**config.mk**
```make
export PLATFORM = sky130hd
export DESIGN_NAME = bnn_image_sequencer
export DESIGN_NICKNAME = d
export VERILOG_FILES = /design/src/rtl/bnn_image_sequencer.sv
export SDC_FILE = /design/constraint.sdc
export NUM_CORES = 1
export LEC_CHECK = 0
export BUFFER_PORTS_ARGS = -buffer_cell sky130_fd_sc_hd__buf_2
export CAP_MARGIN = 15
export CORE_MARGIN = 4
export CORE_UTILIZATION = 40
export DETAILED_ROUTE_END_ITERATION = 10
export GPL_TIMING_DRIVEN = 0
export PLACE_DENSITY = 0.62
export SYNTH_ARGS = -nofsm -noshare
export SYNTH_HDL_FRONTEND = slang
export SYNTH_SLANG_ARGS = --single-unit
```
**constraint.sdc**
```tcl
create_clock -name clk -period 2.2 [get_ports clk]
set_clock_uncertainty 0.15 [all_clocks]
set_input_delay 0.33 -clock clk [delete_from_list [all_inputs] [get_ports clk]]
set_output_delay 0.33 -clock clk [all_outputs]
set_load 0.05 [all_outputs]
```
**src/rtl/bnn_image_sequencer.sv**
```systemverilog
// Streams one image of pixels into the bnn activation memory, kicks bnn, waits for done
// (bounded by a timeout) and returns the classification tagged with a running image index.
module bnn_image_sequencer #(
    parameter int DATA_W       = 8,
    parameter int ADDR_W       = 11,
    parameter int IMAGE_SIZE   = 784,
    parameter int RESULT_W     = 8,
    parameter int IDX_W        = 8,
    parameter int START_CYCLES = 2,
    parameter int TIMEOUT      = 2**20
) (
    input  logic                clk,
    input  logic                rst_n,
    input  logic                s_valid,
    output logic                s_ready,
    input  logic [DATA_W-1:0]   s_data,
    input  logic                s_last,
    output logic                bnn_wr_en,
    output logic [ADDR_W-1:0]   bnn_wr_addr,
    output logic [DATA_W-1:0]   bnn_wr_data,
    output logic                bnn_start,
    input  logic                bnn_done,
    input  logic [RESULT_W-1:0] bnn_result,
    output logic                m_valid,
    input  logic                m_ready,
    output logic [RESULT_W-1:0] m_result,
    output logic [IDX_W-1:0]    m_index,
    output logic                m_len_err,
    output logic                m_timeout,
    output logic                busy
);

    localparam logic [2:0] S_IDLE   = 3'd0;
    localparam logic [2:0] S_LOAD   = 3'd1;
    localparam logic [2:0] S_PAD    = 3'd2;
    localparam logic [2:0] S_START  = 3'd3;
    localparam logic [2:0] S_RUN    = 3'd4;
    localparam logic [2:0] S_RESULT = 3'd5;

    localparam int SC_W = $clog2(START_CYCLES + 1);
    localparam int TO_W = $clog2(TIMEOUT + 1);
    localparam logic [ADDR_W-1:0] LAST_ADDR = ADDR_W'(IMAGE_SIZE - 1);
    localparam logic [SC_W-1:0]   SC_END    = SC_W'(START_CYCLES);
    localparam logic [TO_W-1:0]   TO_LAST   = TO_W'(TIMEOUT - 1);

    logic [2:0]        state, state_nxt;
    logic [ADDR_W-1:0] wr_cnt, beat_addr;
    logic [SC_W-1:0]   sc;
    logic [TO_W-1:0]   tcnt;
    logic              done_q, done_rise, ready_en, accept;

    // ready_en keeps s_ready low while reset is held and releases it one cycle later
    assign s_ready   = ready_en && (state == S_IDLE || state == S_LOAD);
    assign accept    = s_valid && s_ready;
    assign beat_addr = (state == S_LOAD) ? wr_cnt : '0;
    // done_q follows bnn_done in every state, so a level already high at RUN entry never looks like an edge
    assign done_rise = bnn_done && !done_q;

    always_comb begin
        state_nxt = state;
        case (state)
            S_IDLE, S_LOAD: begin
                if (accept) begin
                    if (beat_addr == LAST_ADDR) state_nxt = S_START;
                    else if (s_last)            state_nxt = S_PAD;
                    else                        state_nxt = S_LOAD;
                end
            end
            S_PAD:    if (wr_cnt == LAST_ADDR) state_nxt = S_START;
            S_START:  if (sc == SC_END) state_nxt = S_RUN;
            S_RUN:    if (done_rise || tcnt == TO_LAST) state_nxt = S_RESULT;
            S_RESULT: if (m_valid && m_ready) state_nxt = S_IDLE;
            default:  state_nxt = S_IDLE;
        endcase
    end

    always_ff @(posedge clk or negedge rst_n) begin
        if (!rst_n) begin
            state       <= S_IDLE;
            busy        <= 1'b0;
            ready_en    <= 1'b0;
            done_q      <= 1'b0;
            wr_cnt      <= '0;
            sc          <= '0;
            tcnt        <= '0;
            bnn_wr_en   <= 1'b0;
            bnn_wr_addr <= '0;
            bnn_wr_data <= '0;
            bnn_start   <= 1'b0;
            m_valid     <= 1'b0;
            m_result    <= '0;
            m_index     <= '0;
            m_len_err   <= 1'b0;
            m_timeout   <= 1'b0;
        end else begin
            state     <= state_nxt;
            busy      <= (state_nxt != S_IDLE);
            ready_en  <= 1'b1;
            done_q    <= bnn_done;
            bnn_wr_en <= 1'b0;
            bnn_start <= 1'b0;
            case (state)
                S_IDLE, S_LOAD: begin
                    if (accept) begin
                        bnn_wr_en   <= 1'b1;
                        bnn_wr_addr <= beat_addr;
                        bnn_wr_data <= s_data;
                        wr_cnt      <= beat_addr + 1'b1;
                        // a full-length beat without s_last still closes the image
                        if (beat_addr == LAST_ADDR) m_len_err <= !s_last;
                        else if (s_last)            m_len_err <= 1'b1;
                    end
                end
                S_PAD: begin
                    bnn_wr_en   <= 1'b1;
                    bnn_wr_addr <= wr_cnt;
                    bnn_wr_data <= '0;
                    wr_cnt      <= wr_cnt + 1'b1;
                end
                S_START: begin
                    wr_cnt <= '0;
                    if (sc == SC_END) begin
                        sc   <= '0;
                        tcnt <= '0;
                    end else begin
                        bnn_start <= 1'b1;
                        sc        <= sc + 1'b1;
                    end
                end
                S_RUN: begin
                    if (done_rise) begin
                        m_result  <= bnn_result;
                        m_timeout <= 1'b0;
                        m_valid   <= 1'b1;
                    end else if (tcnt == TO_LAST) begin
                        m_result  <= '0;
                        m_timeout <= 1'b1;
                        m_valid   <= 1'b1;
                    end else begin
                        tcnt <= tcnt + 1'b1;
                    end
                end
                S_RESULT: begin
                    if (m_valid && m_ready) begin
                        m_valid <= 1'b0;
                        m_index <= m_index + 1'b1;
                    end
                end
                default: ;
            endcase
        end
    end

endmodule
```
==> results.txt <==
outcome -> complete, no violations
first-pass GRT wire length -> 15200 um
fin crit share -> 0.973
Die Height -> 106 um
CP Launch Type -> flip-flop
remaining antenna violation count after routing -> 0
r2r setup slk -> 0.06 ns
total track usage -> 0.165
die area -> 11200 sq um
dpl hpwl -> 6420 um
Fin Setup TNS -> 0 ns
# DRC -> 0
antenna violations before repair -> 0
Cell variety after synth -> 54
core area -> 9280 sq um
share of cells above drive strength 1 -> 0.270
max cap viols -> 0
Vias -> 3292
PwrDens -> 1010 nW/um^2
Iter 0 DRT Violations -> 158
# rows -> 35
fin crit period -> 2.14 ns
Synth-to-Final Area Change -> 24.6%
Cell Area, Synth -> 3830 sq um
Ports -> 64
maximum fanout along the worst path -> 10
Fin. Hold Viols -> 0
CTS sink count -> 80
cell accounting for the most synthesized area -> dfrtp_1
number of global-route vias before repair -> 3186
Setup crit end -> tcnt[18]
syn avg cell area -> 9.68 sq um
worst min-delay path class -> in2reg
GP Congestion -> 0.823
CTS clk-pin slew, worst paths -> 0.08 ns
Worst-Margin Slew -> 0.502 ns
fin util -> 0.515
CTS tree -> yes
Crit Path Class -> reg2reg
Fmax -> 467 MHz
Seq cells post-synth -> 80
Inserted Clock Buffers -> 9
Routed WL per cell -> 14.8 um
top-area cell type share of the netlist area -> 0.522
Via density -> 5.30
initial core utilization -> 0.413
Crit. End Element -> flip-flop
fin nets -> 512
final wirelength -> 9180 um
Register-to-Register Path Depth -> 6
# setup viols final -> 0
crit path DAT -> 2.27 ns
Seq/Total Area, Yosys -> 0.522
Diodes inserted -> 0
Pre-antenna DRT Iters -> 4
Post-synth EDFFs -> 0
Die X -> 106 um
RSZ-0062 raised after global routing -> true
Net Count, Synth -> 421
largest cells by area after synthesis -> dfrtp_1 (52%), nand2_1 (6.3%), a21oi_1 (4.2%), o21ai_0 (3.3%), nand3_1 (2.1%)
worst-skew pair later-pin latency -> 0.34 ns
Syn Inst Count -> 396
FF-to-FF Start -> state[0]
largest net degree at the start of global routing -> 58
CTS H-Tree Depth -> 3
Root Buffer -> clkbuf_8
Post-synth top flop -> dfrtp_1
Leak -> 0.00222 uW
Worst IR Drop VDD -> 0.622 mV
worst flop-to-flop path endpoint -> tcnt[18]
Yosys Warn Count -> 0
Slew headroom -> 0.663
Async S/R FF share, synth -> 1.00
grt ovf -> 0
Max clock buf depth -> 2
fin. max-slew vios -> 0
start point of the critical path -> state[0]
Fin Hold WS -> 0.0341 ns
PortBufs -> 63
CP required -> 2.33 ns
## state kept, by name, indices dropped and copies added, names as in the netlist
register and cells:
tcnt 21, bnn_wr_addr 11, m_valid 1, m_len_err 1
state 3, bnn_wr_data 8, ready_en 1, sc 2
m_result 8, bnn_start 1, busy 1, wr_cnt 11
done_q 1, bnn_wr_en 1, m_timeout 1, m_index 8
## timing repair
action                     4_1_cts  5_1_grt
setup buffers                    2       12
hold buffers                     2        0
resized for setup               11       25
pin swaps                        2        9
setup endpoints to repair       40       31
hold endpoints to repair        24        0
## layout by cell type (no fill, tap or decap), drive strengths merged, types with 4 or more instances in the layout
cell type / count
or4: 7
o21ai: 31
nor2b: 5
nand4: 11
inv: 9
xnor2: 8
nand2: 64
a21oi: 33
nand2b: 7
nor2: 20
clkbuf: 20
o31ai: 5
and4: 5
buf: 86
or3: 9
nor4: 4
and2: 6
a31oi: 4
a21o: 4
a22o: 9
nand3: 16
and3: 5
dfrtp: 80
## cell families (layout without fill, tap and decap cells)
family,Yosys count,count (layout),share of synthesized area
multiplexers,3,3,0.00848
AND/OR/NAND/NOR,174,174,0.245
adder cells (fa/ha/maj),3,3,0.00979
flip-flops,80,80,0.522
other,1,1,0.000978
XOR/XNOR,10,10,0.0228
AO/OA/AOI/OAI,99,99,0.159
buffers and inverters,26,122,0.0316
## where the power goes
part | internal [uW] | total [uW] | switching [uW]
registers | 1720 | 1930 | 211
clock network | 554 | 1080 | 530
logic | 563 | 1830 | 1270
total | 2830 | 4850 | 2010
## synthesized netlist by cell type (2+ instances only)
library cell and count:
xor2_1 2, nand3_1 16, mux2_2 2, nor4_1 2, a21oi_1 32, o211ai_1 2
buf_2 4, buf_6 2, and4_1 5, nor2b_1 5, nand4_1 11, o21ai_1 6
and3b_1 2, clkbuf_1 9, and2_1 5, a21o_1 4, a31oi_1 4, nor3_1 3
nand4bb_1 2, or3_1 9, nand2b_1 7, dfrtp_1 80, ha_1 3, a211oi_1 2
nand2_1 64, a22o_1 9, nor4_4 2, nor2_1 20, xnor2_1 8, or4_1 7
inv_1 9, o21a_1 2, o31ai_1 5, and3_1 5, or2_2 3, o21ai_0 25
## how the worst min path moves through the flow
stage                                end      startpoint  cells after the start  slack, ns
after floorplan                bnn_start           rst_n                      0      -0.12
after global placement    bnn_wr_addr[1]  bnn_wr_addr[1]                      2       0.30
after detailed placement        tcnt[10]           rst_n                      1       0.11
after CTS                    m_result[0]   bnn_result[0]                      3       0.02
after global routing         m_result[0]   bnn_result[0]                      3      0.009
final                        m_result[0]   bnn_result[0]                      3       0.03
## final cells by class
| class | instances | area [sq um] |
|---|---|---|
| fill | 896 | 4510 |
| sequential | 80 | 2000 |
| multi-input combinational | 290 | 1800 |
| timing repair buffer | 80 | 473 |
| tap | 129 | 161 |
| clock buffer | 11 | 141 |
| buffer | 17 | 103 |
| clock inverter | 5 | 56.3 |
| inverter | 9 | 33.8 |
## stage by stage
step	power (uW)	area, sq um	cells	setup slack, ns
floorplan	3150	3830	396	0.137
global placement	3580	4310	588	-0.268
detailed placement	3620	4340	589	-0.285
CTS	4760	4610	609	0.00137
global route	5150	4780	621	-0.0443
finish	4850	4780	621	0.0597
## routing by layer
| metal | vias to the layer above | share of wire | global-route usage |
|---|---|---|---|
| met3 | 10 | 0.038 | 0.0449 |
| met4 | 0 | 0.011 | 0.0416 |
| met1 | 1619 | 0.44 | 0.212 |
| met5 | - | 0 | 0 |
| li1 | 1606 | - | - |
| met2 | 57 | 0.51 | 0.276 |
## critical path, cell delays in order, from the launching register on
cell and delay [ns]:
dfrtp_2 0.48, nor3b_4 0.30, a22oi_2 0.18, a21o_1 0.20, buf_6 0.14, or4_4 0.48
a21oi_2 0.14
Power figures use the tool's default switching activity.
